===== config.mk =====
export PLATFORM = sky130hd
export DESIGN_NAME = alarma_zonas
export DESIGN_NICKNAME = d
export VERILOG_FILES = /design/src/rtl/alarma_zonas.sv
export SDC_FILE = /design/constraint.sdc
export NUM_CORES = 1
export LEC_CHECK = 0
export CAP_MARGIN = 20
export CELL_PAD_IN_SITES_DETAIL_PLACEMENT = 0
export CELL_PAD_IN_SITES_GLOBAL_PLACEMENT = 2
export CORE_UTILIZATION = 35
export DETAILED_ROUTE_END_ITERATION = 10
export PLACE_DENSITY = 0.87
export SLEW_MARGIN = 20
export SYNTH_ARGS = -nofsm -noshare
export SYNTH_HDL_FRONTEND = slang
export SYNTH_SLANG_ARGS = --single-unit

===== constraint.sdc =====
create_clock -name clk -period 3.85 [get_ports clk]
set_input_delay 0.77 -clock clk [delete_from_list [all_inputs] [get_ports clk]]
set_output_delay 0.77 -clock clk [all_outputs]
set_load 0.03 [all_outputs]

===== src/rtl/alarma_zonas.sv =====
// Zoned alarm controller: exit/entry delays, timed horn, panic input and latched trigger zones.
// Define ALARMA_PULSO_EN to pulse the horn at a 2^PULSO_LOG2-cycle half-period instead of steady drive.
//
// state     | meaning
// DESARMADO | disarmed, sensors ignored
// SALIDA    | exit delay running, sensors ignored
// ARMADO    | armed, watching zones
// ENTRADA   | delayed zone tripped, entry delay running
// ALARMA    | horn active for T_BOCINA cycles
module alarma_zonas #(
   parameter int                  N_ZONAS      = 5,
   parameter int                  CNT_W        = 16,
   parameter int                  T_SALIDA     = 100,
   parameter int                  T_ENTRADA    = 50,
   parameter int                  T_BOCINA     = 200,
   parameter logic [N_ZONAS-1:0]  ZONA_RETARDO = 5'b00001,
   parameter int                  PULSO_LOG2   = 4
) (
   input  logic               clk,
   input  logic               rst_n,
   input  logic               armar,
   input  logic [N_ZONAS-1:0] sensores,
   input  logic [N_ZONAS-1:0] mascara,
   input  logic               panico,
   output logic               bocina,
   output logic               armado,
   output logic [2:0]         estado,
   output logic [N_ZONAS-1:0] zona_disparo
);

   typedef enum logic [2:0] {
      DESARMADO = 3'd0,
      SALIDA    = 3'd1,
      ARMADO    = 3'd2,
      ENTRADA   = 3'd3,
      ALARMA    = 3'd4
   } estado_t;

   localparam logic [CNT_W-1:0] CARGA_SAL = CNT_W'(T_SALIDA - 1);
   localparam logic [CNT_W-1:0] CARGA_ENT = CNT_W'(T_ENTRADA - 1);
   localparam logic [CNT_W-1:0] CARGA_BOC = CNT_W'(T_BOCINA - 1);

   if (N_ZONAS < 1 || N_ZONAS > 16 || PULSO_LOG2 < 0) begin : g_cfg_invalida
      $error("alarma_zonas: invalid N_ZONAS or PULSO_LOG2");
   end

   estado_t            est;
   logic [CNT_W-1:0]   cnt;
   logic [N_ZONAS-1:0] zd;
   logic [N_ZONAS-1:0] pend;
   logic               armar_q;
   logic [N_ZONAS-1:0] activa, inst, ret;

   assign activa = sensores & ~mascara;
   assign inst   = activa & ~ZONA_RETARDO;
   assign ret    = activa & ZONA_RETARDO;

   // pend remembers the delayed zones seen during ENTRADA so an expiry can report them.
   // In ALARMA a disarm is a 1->0 change of armar, so a panic raised while disarmed sounds in full.
   always_ff @(posedge clk or negedge rst_n) begin
      if (!rst_n) begin
         est     <= DESARMADO;
         cnt     <= '0;
         zd      <= '0;
         pend    <= '0;
         armar_q <= 1'b0;
      end else begin
         armar_q <= armar;
         pend    <= '0;
         case (est)
            DESARMADO: begin
               if (panico) begin
                  est <= ALARMA;
                  cnt <= CARGA_BOC;
               end else if (armar) begin
                  est <= SALIDA;
                  cnt <= CARGA_SAL;
               end
            end
            SALIDA: begin
               if (panico) begin
                  est <= ALARMA;
                  cnt <= CARGA_BOC;
               end else if (!armar) begin
                  est <= DESARMADO;
                  zd  <= '0;
               end else if (cnt == '0) begin
                  est <= ARMADO;
               end else begin
                  cnt <= cnt - 1'b1;
               end
            end
            ARMADO: begin
               if (panico || (armar && inst != '0)) begin
                  est <= ALARMA;
                  cnt <= CARGA_BOC;
                  zd  <= zd | inst;
               end else if (!armar) begin
                  est <= DESARMADO;
                  zd  <= '0;
               end else if (ret != '0) begin
                  est  <= ENTRADA;
                  cnt  <= CARGA_ENT;
                  pend <= ret;
               end
            end
            ENTRADA: begin
               if (panico || (armar && (inst != '0 || cnt == '0))) begin
                  est <= ALARMA;
                  cnt <= CARGA_BOC;
                  zd  <= zd | inst | ret | pend;
               end else if (!armar) begin
                  est <= DESARMADO;
                  zd  <= '0;
               end else begin
                  cnt  <= cnt - 1'b1;
                  pend <= pend | ret;
               end
            end
            ALARMA: begin
               if (panico) begin
                  cnt <= CARGA_BOC;
               end else if (!armar && armar_q) begin
                  est <= DESARMADO;
                  zd  <= '0;
               end else if (cnt == '0) begin
                  if (armar) begin
                     est <= ARMADO;
                  end else begin
                     est <= DESARMADO;
                     zd  <= '0;
                  end
               end else begin
                  cnt <= cnt - 1'b1;
               end
            end
            default: begin
               est <= DESARMADO;
               cnt <= '0;
               zd  <= '0;
            end
         endcase
      end
   end

   assign estado       = est;
   assign armado       = (est == ARMADO) || (est == ENTRADA);
   assign zona_disparo = zd;

`ifdef ALARMA_PULSO_EN
   logic [PULSO_LOG2:0] div;

   always_ff @(posedge clk or negedge rst_n) begin
      if (!rst_n) begin
         div <= '0;
      end else if (est != ALARMA) begin
         div <= '0;
      end else begin
         div <= div + 1'b1;
      end
   end

   assign bocina = (est == ALARMA) & ~div[PULSO_LOG2];
`else
   assign bocina = (est == ALARMA);
`endif

endmodule


**Word level (Yosys, flattened, before mapping)**

Index checks and enable logic that the tools add are counted.
W data, S select, Z words.

- Flip-flop bits (word level): 30
- Bits in latches: 0
- Memory bits (writable): 0
- Bits in read-only memories: 0
- Input port bits: 14
- Output and inout port bits: 10
- Logic and storage cells: 85
- Memories: 0

- $add $sub $neg: 1
- Multiply operators: 0
- Div/mod/pow operators: 0
- Magnitude comparators: 0
- Eq/ne operators: 16
- Shifts and indexed selects: 0
- Muxes and demuxes: 42
- Bitwise operators: 7
- Reductions and logical operators: 14

Operators with widths:

| operator | count |
|---|---|
| $mux W16 | 12 |
| $pmux W16 S5 | 1 |
| $mux W5 | 9 |
| $mux W3 | 13 |
| $pmux W5 S5 | 1 |
| $ne A3 B3 Y1 const B | 7 |
| $logic_not A16 Y1 | 1 |
| $sub A16 B1 Y16 const B | 1 |
| $pmux W3 S5 | 1 |
| $reduce_and A6 Y1 | 2 |
| $or A5 B1 Y5 | 2 |
| $or A5 B5 Y5 | 2 |
| $pmux W5 S2 | 1 |
| $ne A4 B4 Y1 const B | 2 |
| $eq A3 B2 Y1 const B | 2 |
| $and A5 B5 Y5 | 1 |
| $not A5 Y5 | 1 |
| $reduce_bool A5 Y1 | 1 |
| $logic_or A1 B1 Y1 | 4 |
| $ne A2 B2 Y1 const B | 2 |
| $reduce_and A4 Y1 | 1 |
| $eq A3 B1 Y1 const B | 1 |
| $eq A3 B3 Y1 const B | 1 |
| $logic_and A1 B1 Y1 | 3 |
| 6 further kinds | 8 |

**Longest topological paths before layout**

Gate-level depths: netlist of the first run.

- Depth in word-level cells: 8
- Depth in mapped cells: 10
- Depth with buffers taken out: 8

**Worst setup path before layout of the first run**

OpenSTA, ideal clock, no wires.

- Kind: input to register
- Start point: input port sensores[3]
- End point: register cnt[4]
- Setup time: 0.126 ns
- Arrival time: 2.322 ns
- Data required time: 3.724 ns
- Setup slack: 1.402 ns
- Stages: 7
- Path buffers: 1
- Cells stage by stage: nor2b_1 -> or4_4 -> a21oi_1 -> a21bo_1 -> buf_6 -> nor2_2 -> a221o_1

- Word-level cells in the longest chain between the ends: 7
- Elaborated cells on any way between the ends: 14
- Those cells by class: eq/ne (3); mux (3); bitwise (1); reduce/logical (7)

RTL lines:

| what | RTL line | text |
|---|---|---|
| start, declared | 22 | `input logic [N_ZONAS-1:0] sensores,` |
| $and A5 B5 Y5 * | 54 | `assign activa = sensores & ~mascara;` |
| $reduce_bool A5 Y1 * | 94, 108 |  |
| $logic_or A1 B1 Y1 | 108 | `if (panico \|\| (armar && (inst != '0 \|\| cnt == '0))) begin` |
| $logic_and A1 B1 Y1 | 108 |  |
| $logic_or A1 B1 Y1 | 108 |  |
| $ne A3 B3 Y1 (no line) or $mux W16 (tied branches) | -- |  |
| $reduce_and A6 Y1 (no line) or $pmux W16 S5 (tied branches) | -- |  |
| end signal, assigned | 90 | `cnt <= cnt - 1'b1;` |
| end signal, assigned | 116 | `cnt <= cnt - 1'b1;` |
| end signal, assigned | 134 | `cnt <= cnt - 1'b1;` |
| end, declared | 48 | `logic [CNT_W-1:0] cnt;` |

Every way passes the cells marked *; elsewhere a longest branch is shown, timed or not.
A chain may end at the register's enable or synchronous reset.

**Worst setup path after layout of the first run**

- Start point: register est[1], in the netlist estado[1]
- End point: output port bocina

- Word-level cells in the longest chain between the ends: 1

RTL lines:

| what | RTL line | text |
|---|---|---|
| start, declared | 47 | `estado_t est;` |
| start signal, assigned | 62 | `est <= DESARMADO;` |
| start signal, assigned | 73 | `est <= ALARMA;` |
| start signal, assigned | 76 | `est <= SALIDA;` |
| $eq A3 B3 Y1 | 165 | `assign bocina = (est == ALARMA);` |
| end, declared | 25 | `output logic bocina,` |

No other way between the ends.

==> run metrics, run 1 <==
status=finished, final reports clean; pin count of the biggest net entering global routing=27; most common cell after layout, fill and taps aside=dfrtp_1; Die W=74.1 um; Setup Buffers After CTS=0; port bufs=23; total wire length=about 4.7 mm; 1st-pass router iterations=4; FF-to-FF setup slack=about 1.2 ns; via count=1685; Internal=759 uW; Max-slew headroom=0.535; Clock Tree Root=clkbuf_8; Unique masters post-synth=roughly 50; worst hold path type=flop to flop; startpoint types=flop; initial core utilization=0.375; kind of end point of the critical path=output pin; setup TNS=0 ns; area grow syn2layout=19.6%; ys async rst share=1.00; Worst-Skew Late Latency=around 0.28 ns; Synth Register Bits=26; gr ovfl total=0; Worst-Margin Slew=slightly below 0.7 ns; Post-synth EDFFs=0; Vias/cell=between 5 and 6; Synth Flop Type=dfrtp_1; DP HPWL=3.36 mm; clock tree buffer depth=2; fmax=0.340 GHz; cts repair resizes=0; vias in the first global route=1634; routability congestion estimate=0.801; final worst path period need=around 3 ns; P_sw=around 640 uW; gr usage total=0.187; drt wl/cell=15.4 um; Mapped Area=0.00182 sq mm; Final Power=~1.4 mW; first-pass GRT wire length=about 8 mm; row count=25; DRC=0; CTS tree=yes; Peak VDD IR=305 uV; Initial DRC Count=112; Syn Area/Cell=~8.4 sq um; Fin. Hold Viols=0; Clk pin slew, worst setup/hold paths=0.10 ns; r2r startpoint=cnt[0]$_DFFE_PN0P_; H-tree depth=1; Fill cells=494; Synth Instances=about 220; chip height=between 70 and 80 um; crit share post-route=0.764; clock share of power=0.169; reg2reg end=cnt[5]$_DFFE_PN0P_; Die Area=around 0.0055 sq mm; Seq pwr share=0.319; crit path capture=bocina; Crit Path Category=flop to output pin; CTS Hold Bufs=0; Worst Setup SP=estado[1]$_DFFE_PN0P_; # IOs=24; Num CTS Buffers=3; final slew viol count=0; Max FO, Critical Path=16; final setup vio count=0; WP data required=between 3 and 4 ns; Pwr per Cell Area=644 mW/mm^2; RSZ-0062 raised after global routing=no; Mapped Nets=about 230; Ant. Diodes=0; number of antenna violations at the first check in global routing=0; Logic pwr share=0.513; post-synthesis sequential area ratio=0.358; share of post-route cells with drive strength above 1=0.102; CTS sink cnt=26; Reg2Reg Depth=9; most frequent cells in the layout=dfrtp_1, nor2_1, clkdlybuf4s50_1; Switching Fraction=0.459; Post-DRT Antenna Nets=0; Placeable Area=0.00485 sq mm; fin nets=between 200 and 300; Synth warnings=0; WP data arrival=approximately 2.2 ns; max_cap viols=0; leakage power total=approximately 0.9 nW; Worst Clk Skew=between 0.005 and 0.006 ns
==> cells in the mapped netlist (all sizes together) (3+ instances only) <==
cell type,count,share of area
a32o,4,0.022
or4,4,0.021
nand3,6,0.017
nor4,11,0.054
clkbuf,5,0.010
nand2,18,0.037
dfrtp,26,0.36
nor2b,6,0.021
a21oi,13,0.044
buf,8,0.030
inv,8,0.017
o21ai,24,0.066
a31oi,3,0.010
nor3,8,0.022
or3,3,0.010
a22o,9,0.043
nor2,27,0.060
==> worst max-delay path, stage by stage (launching register included) <==
cell	delay, ns
dfrtp_1	0.58
nor2_1	0.32
nand2_1	0.12
inv_1	0.18
clkdlybuf4s50_1	0.70
==> kinds of logic (layout without fill, tap and decap cells) <==
family	Yosys count	in the layout	share of synthesized area
buffers and inverters	21	41	0.0571
DFF	26	26	0.358
AOI/OAI and AO/OA	71	71	0.274
xor gates and xnor gates	2	2	0.00963
adders and majority gates	2	2	0.0138
muxes	1	1	0.00550
and+or+nand+nor	93	93	0.282
==> registers in the layout, summed over array words and instances (netlist names) <==
name and flops:
armar_q 1, cnt 16, zona_disparo 5, estado 3, pend 1
==> metrics by stage <==
step	cell area, sq um	worst slack (ns)	hold slack [ns]	util	std cells
after floorplan	1820	1.40	0.474	-	216
after global placement	2100	0.869	0.489	0.434	299
after detailed placement	2100	0.826	0.484	0.434	299
after CTS	2180	0.945	0.516	0.449	303
after global routing	2180	0.790	0.531	0.449	303
final	2180	0.909	0.509	0.449	303
==> power by group through the flow <==
stage	Sequential, mW	Clock, mW	Combinational [mW]
global route	0.458	0.254	0.797
finish	0.447	0.237	0.719
detailed placement	0.446	0	0.714
CTS	0.444	0.244	0.717
floorplan	0.451	0	0.493
global placement	0.452	0	0.721
==> area by class of cell <==
| cell class | count | area [sq um] | area share |
|---|---|---|---|
| clock buffers | 3 | 41.3 | 0.0190 |
| inverters | 8 | 30.0 | 0.0138 |
| repair buffers | 29 | 275 | 0.127 |
| multi-input cells | 169 | 1060 | 0.489 |
| well taps | 67 | 83.8 | 0.0385 |
| flip-flops and latches | 26 | 651 | 0.299 |
| clock inverters | 1 | 30.0 | 0.0138 |
==> routing by layer <==
layer | global-route usage | wire, um | vias up | share of wire
met5 | 0 | 0 | - | 0
met4 | 0.0705 | 80 | 0 | 0.017
met3 | 0.0244 | 193 | 7 | 0.041
met2 | 0.276 | 1980 | 41 | 0.43
met1 | 0.276 | 2400 | 786 | 0.52
li1 | - | - | 851 | -
==> how the worst min path moves through the flow <==
stage / startpoint / endpoint / slack (ns) / cells after the start
after floorplan: rst_n / armar_q$_DFF_PN0_ / 0.47 / 0
after detailed placement: zona_disparo[4]$_DFFE_PN0P_ / zona_disparo[4]$_DFFE_PN0P_ / 0.48 / 1
after global routing: zona_disparo[1]$_DFFE_PN0P_ / zona_disparo[1]$_DFFE_PN0P_ / 0.53 / 1
after global placement: zona_disparo[4]$_DFFE_PN0P_ / zona_disparo[4]$_DFFE_PN0P_ / 0.49 / 1
after CTS: zona_disparo[4]$_DFFE_PN0P_ / zona_disparo[4]$_DFFE_PN0P_ / 0.52 / 1
final: zona_disparo[3]$_DFFE_PN0P_ / zona_disparo[3]$_DFFE_PN0P_ / 0.51 / 1
No activity file was read; power rests on OpenSTA's default activity.
==> run 2: changes to the inputs <==
- CORE_UTILIZATION: 35 -> 33
- PLACE_DENSITY: 0.87 -> 0.83
- clock period: 3.85 -> 2.95 ns (I/O delays scaled with it)
==> run 2 against run 1 <==
Combinational power grew 40%. Critical endpoint is now cnt[8]$_DFFE_PN0P_. Highest routed layer unchanged. Critical path type is now flop to flop. Sequential power grew 26%. Register-to-register slack lost 0.77 ns. Final area grew 2.2%.
==> run metrics, run 2 (synthesized netlist as in run 1, its figures left out) <==
layer with the highest usage=met1; WP data arrival=2.75 ns (+0.58 ns); Max FO, Critical Path=7 (-9); area of the multi-input gates=0.00106 sq mm (unchanged); Crit Path Category=flop to flop; P_sw=838 uW (+30%); CTS tree=yes; Reg area=651 sq um (unchanged); gr ovfl total=0 (unchanged); max_cap viols=0 (unchanged); Worst-Skew Late Latency=0.28 ns (about the same); Largest register FFs=16 (unchanged); area grow syn2layout=22.3%; fmax=around 0.39 GHz; final instance area=0.00222 sq mm (+2.2%); r2r startpoint=cnt[0]$_DFFE_PN0P_; largest register by flop count=cnt; setup TNS=0 ns (unchanged); crit-path max cell delay=0.51 ns (-0.19 ns); startpoint types=flop; grt met2 use=0.259 (-0.0172); Vias/cell=5.46 (-1.8%); Die W=76.3 um (+2.9%); Num CTS Buffers=3 (unchanged); met3 usage=0.0287 (+0.00435); CTS Hold Bufs=0 (unchanged); final setup vio count=0 (unchanged); pin count of the biggest net entering global routing=27 (unchanged); Max-slew headroom=0.599 (+0.0636); Switching Fraction=0.470 (+0.0114); first-pass GRT wire length=8.27 mm (+5.6%); CP max stage cell=or4_4; most common cell after layout, fill and taps aside=dfrtp_1; Logic pwr share=0.566 (+0.053); Pwr per Cell Area=802 mW/mm^2 (+24%); Worst-Margin Slew=0.595 ns (-0.0944 ns); RSZ-0062 raised after global routing=no; clock tree buffer depth=2 (unchanged); Worst Clk Skew=0.00542 ns (+0.0000269 ns); Seq pwr share=0.315 (-0.004); hold_sp=zona_disparo[3]$_DFFE_PN0P_; M1 GR Usage=0.268 (-0.00813); hold slack=0.511 ns (+0.00146 ns); total wire length=4.82 mm (+3.5%); CTS sink cnt=26 (unchanged); drt wl/cell=15.3 um (-0.42%); Placeable Area=0.00520 sq mm (+7.4%); cts repair resizes=0 (unchanged); chip height=76.3 um (+2.9%); share of post-route cells with drive strength above 1=0.135 (+0.0330); DP HPWL=3.64 mm (+8.4%); crit share post-route=0.861; worst hold path type=flop to flop; delay-heaviest family, CP=simple AND/OR/NAND/NOR gates; status=finished, final reports clean; final slew viol count=0 (unchanged); vias in the first global route=1655 (+1.3%); Buf/Inv on CP=2 (unchanged); Die Area=0.00581 sq mm (+5.9%); clock share of power=0.119 (-0.050); Initial DRC Count=111 (-0.89%); Worst Setup SP=cnt[0]$_DFFE_PN0P_; fin nets=263 (+4.0%); leakage power total=0.922 nW (+4.0%); via count=1721 (+2.1%); routability congestion estimate=0.899 (+12%); number of antenna violations at the first check in global routing=0 (unchanged); most frequent cells in the layout=dfrtp_1, nor2_1, clkdlybuf4s50_1; placed cell areas=0.00218 sq mm (+3.7%); final worst path period need=2.54 ns; Clk pin slew, worst setup/hold paths=0.09 ns (about the same); Internal=945 uW (+25%); Clock Tree Root=clkbuf_8; WP data required=3.16 ns (+0.08 ns); # IOs=24 (unchanged); gr usage total=0.180 (-0.00724); Post-DRT Antenna Nets=0 (unchanged); kind of end point of the critical path=flop; Fin. Hold Viols=0 (unchanged); row count=26 (+4.0%); Ant. Diodes=0 (unchanged); port bufs=23 (unchanged); H-tree depth=1 (unchanged); initial core utilization=0.350 (-0.0257); crit-path cells=inv_1 -> ha_1 -> nor3b_1 -> and4_1 -> a21oi_2 -> a21bo_1 -> buf_4 -> or4_4 -> o211ai_2; Setup Buffers After CTS=0 (unchanged); DRC=0 (unchanged); 1st-pass router iterations=4 (unchanged); Peak VDD IR=339 uV (+11%); Fill cells=531 (+7.5%)
[run 2: final timing paths]
check,to,slack [ns],cells past startpoint
worst max-delay path,cnt[8]$_DFFE_PN0P_,0.41,9
worst min-delay path,zona_disparo[3]$_DFFE_PN0P_,0.51,1
worst min register to register,zona_disparo[3]$_DFFE_PN0P_,0.51,1
worst max register to register,cnt[8]$_DFFE_PN0P_,0.41,9
max in group asynchronous,cnt[9]$_DFFE_PN0P_,2.01,2
min in group asynchronous,estado[0]$_DFFE_PN0P_,0.68,2
[run 2: metal layers]
metal / share of wire / vias to the layer above / routed length, um
met5: 0 / - / 0
met4: 0.012 / 0 / 60
met3: 0.045 / 5 / 217
met2: 0.44 / 49 / 2150
met1: 0.50 / 797 / 2400
li1: - / 870 / -
[run 2: power by group through the flow]
stage	Sequential, mW	Combinational (mW)	Clock [mW]
after floorplan	0.589	0.644	0
after global placement	0.566	1.02	0
after detailed placement	0.567	1.01	0
after CTS	0.562	1.01	0.217
after global routing	0.577	1.11	0.240
final	0.561	1.01	0.213
[run 2: through the flow]
| stage | cells | setup slack, ns | util | power (mW) |
|---|---|---|---|---|
| after global routing | 315 | 0.275 | 0.427 | 1.93 |
| final | 315 | 0.411 | 0.427 | 1.78 |
| after floorplan | 216 | 0.682 | - | 1.23 |
| after global placement | 312 | 0.187 | 0.419 | 1.59 |
| after detailed placement | 312 | 0.137 | 0.419 | 1.57 |
| after CTS | 315 | 0.409 | 0.427 | 1.79 |
[run 2: worst reg2reg max path, stage by stage, from the launching register on]
cell and delay (ns):
dfrtp_1 0.47, inv_1 0.11, ha_1 0.22, nor3b_1 0.13, and4_1 0.27, a21oi_2 0.20, a21bo_1 0.28, buf_4 0.18
or4_4 0.51, o211ai_2 0.08
[run 2: layout make-up]
class,instances,share of cell area
clock buffers,3,0.0186
well taps,70,0.0394
multi-input cells,169,0.479
inverters,8,0.0135
repair buffers,39,0.157
flip-flops and latches,26,0.292
==> run 3: changes to the inputs <==
- ABC_CLOCK_PERIOD_IN_PS: not set -> 2950
==> results of run 3 <==
No change in the layout: final DEF, timing and power equal those of run 2.
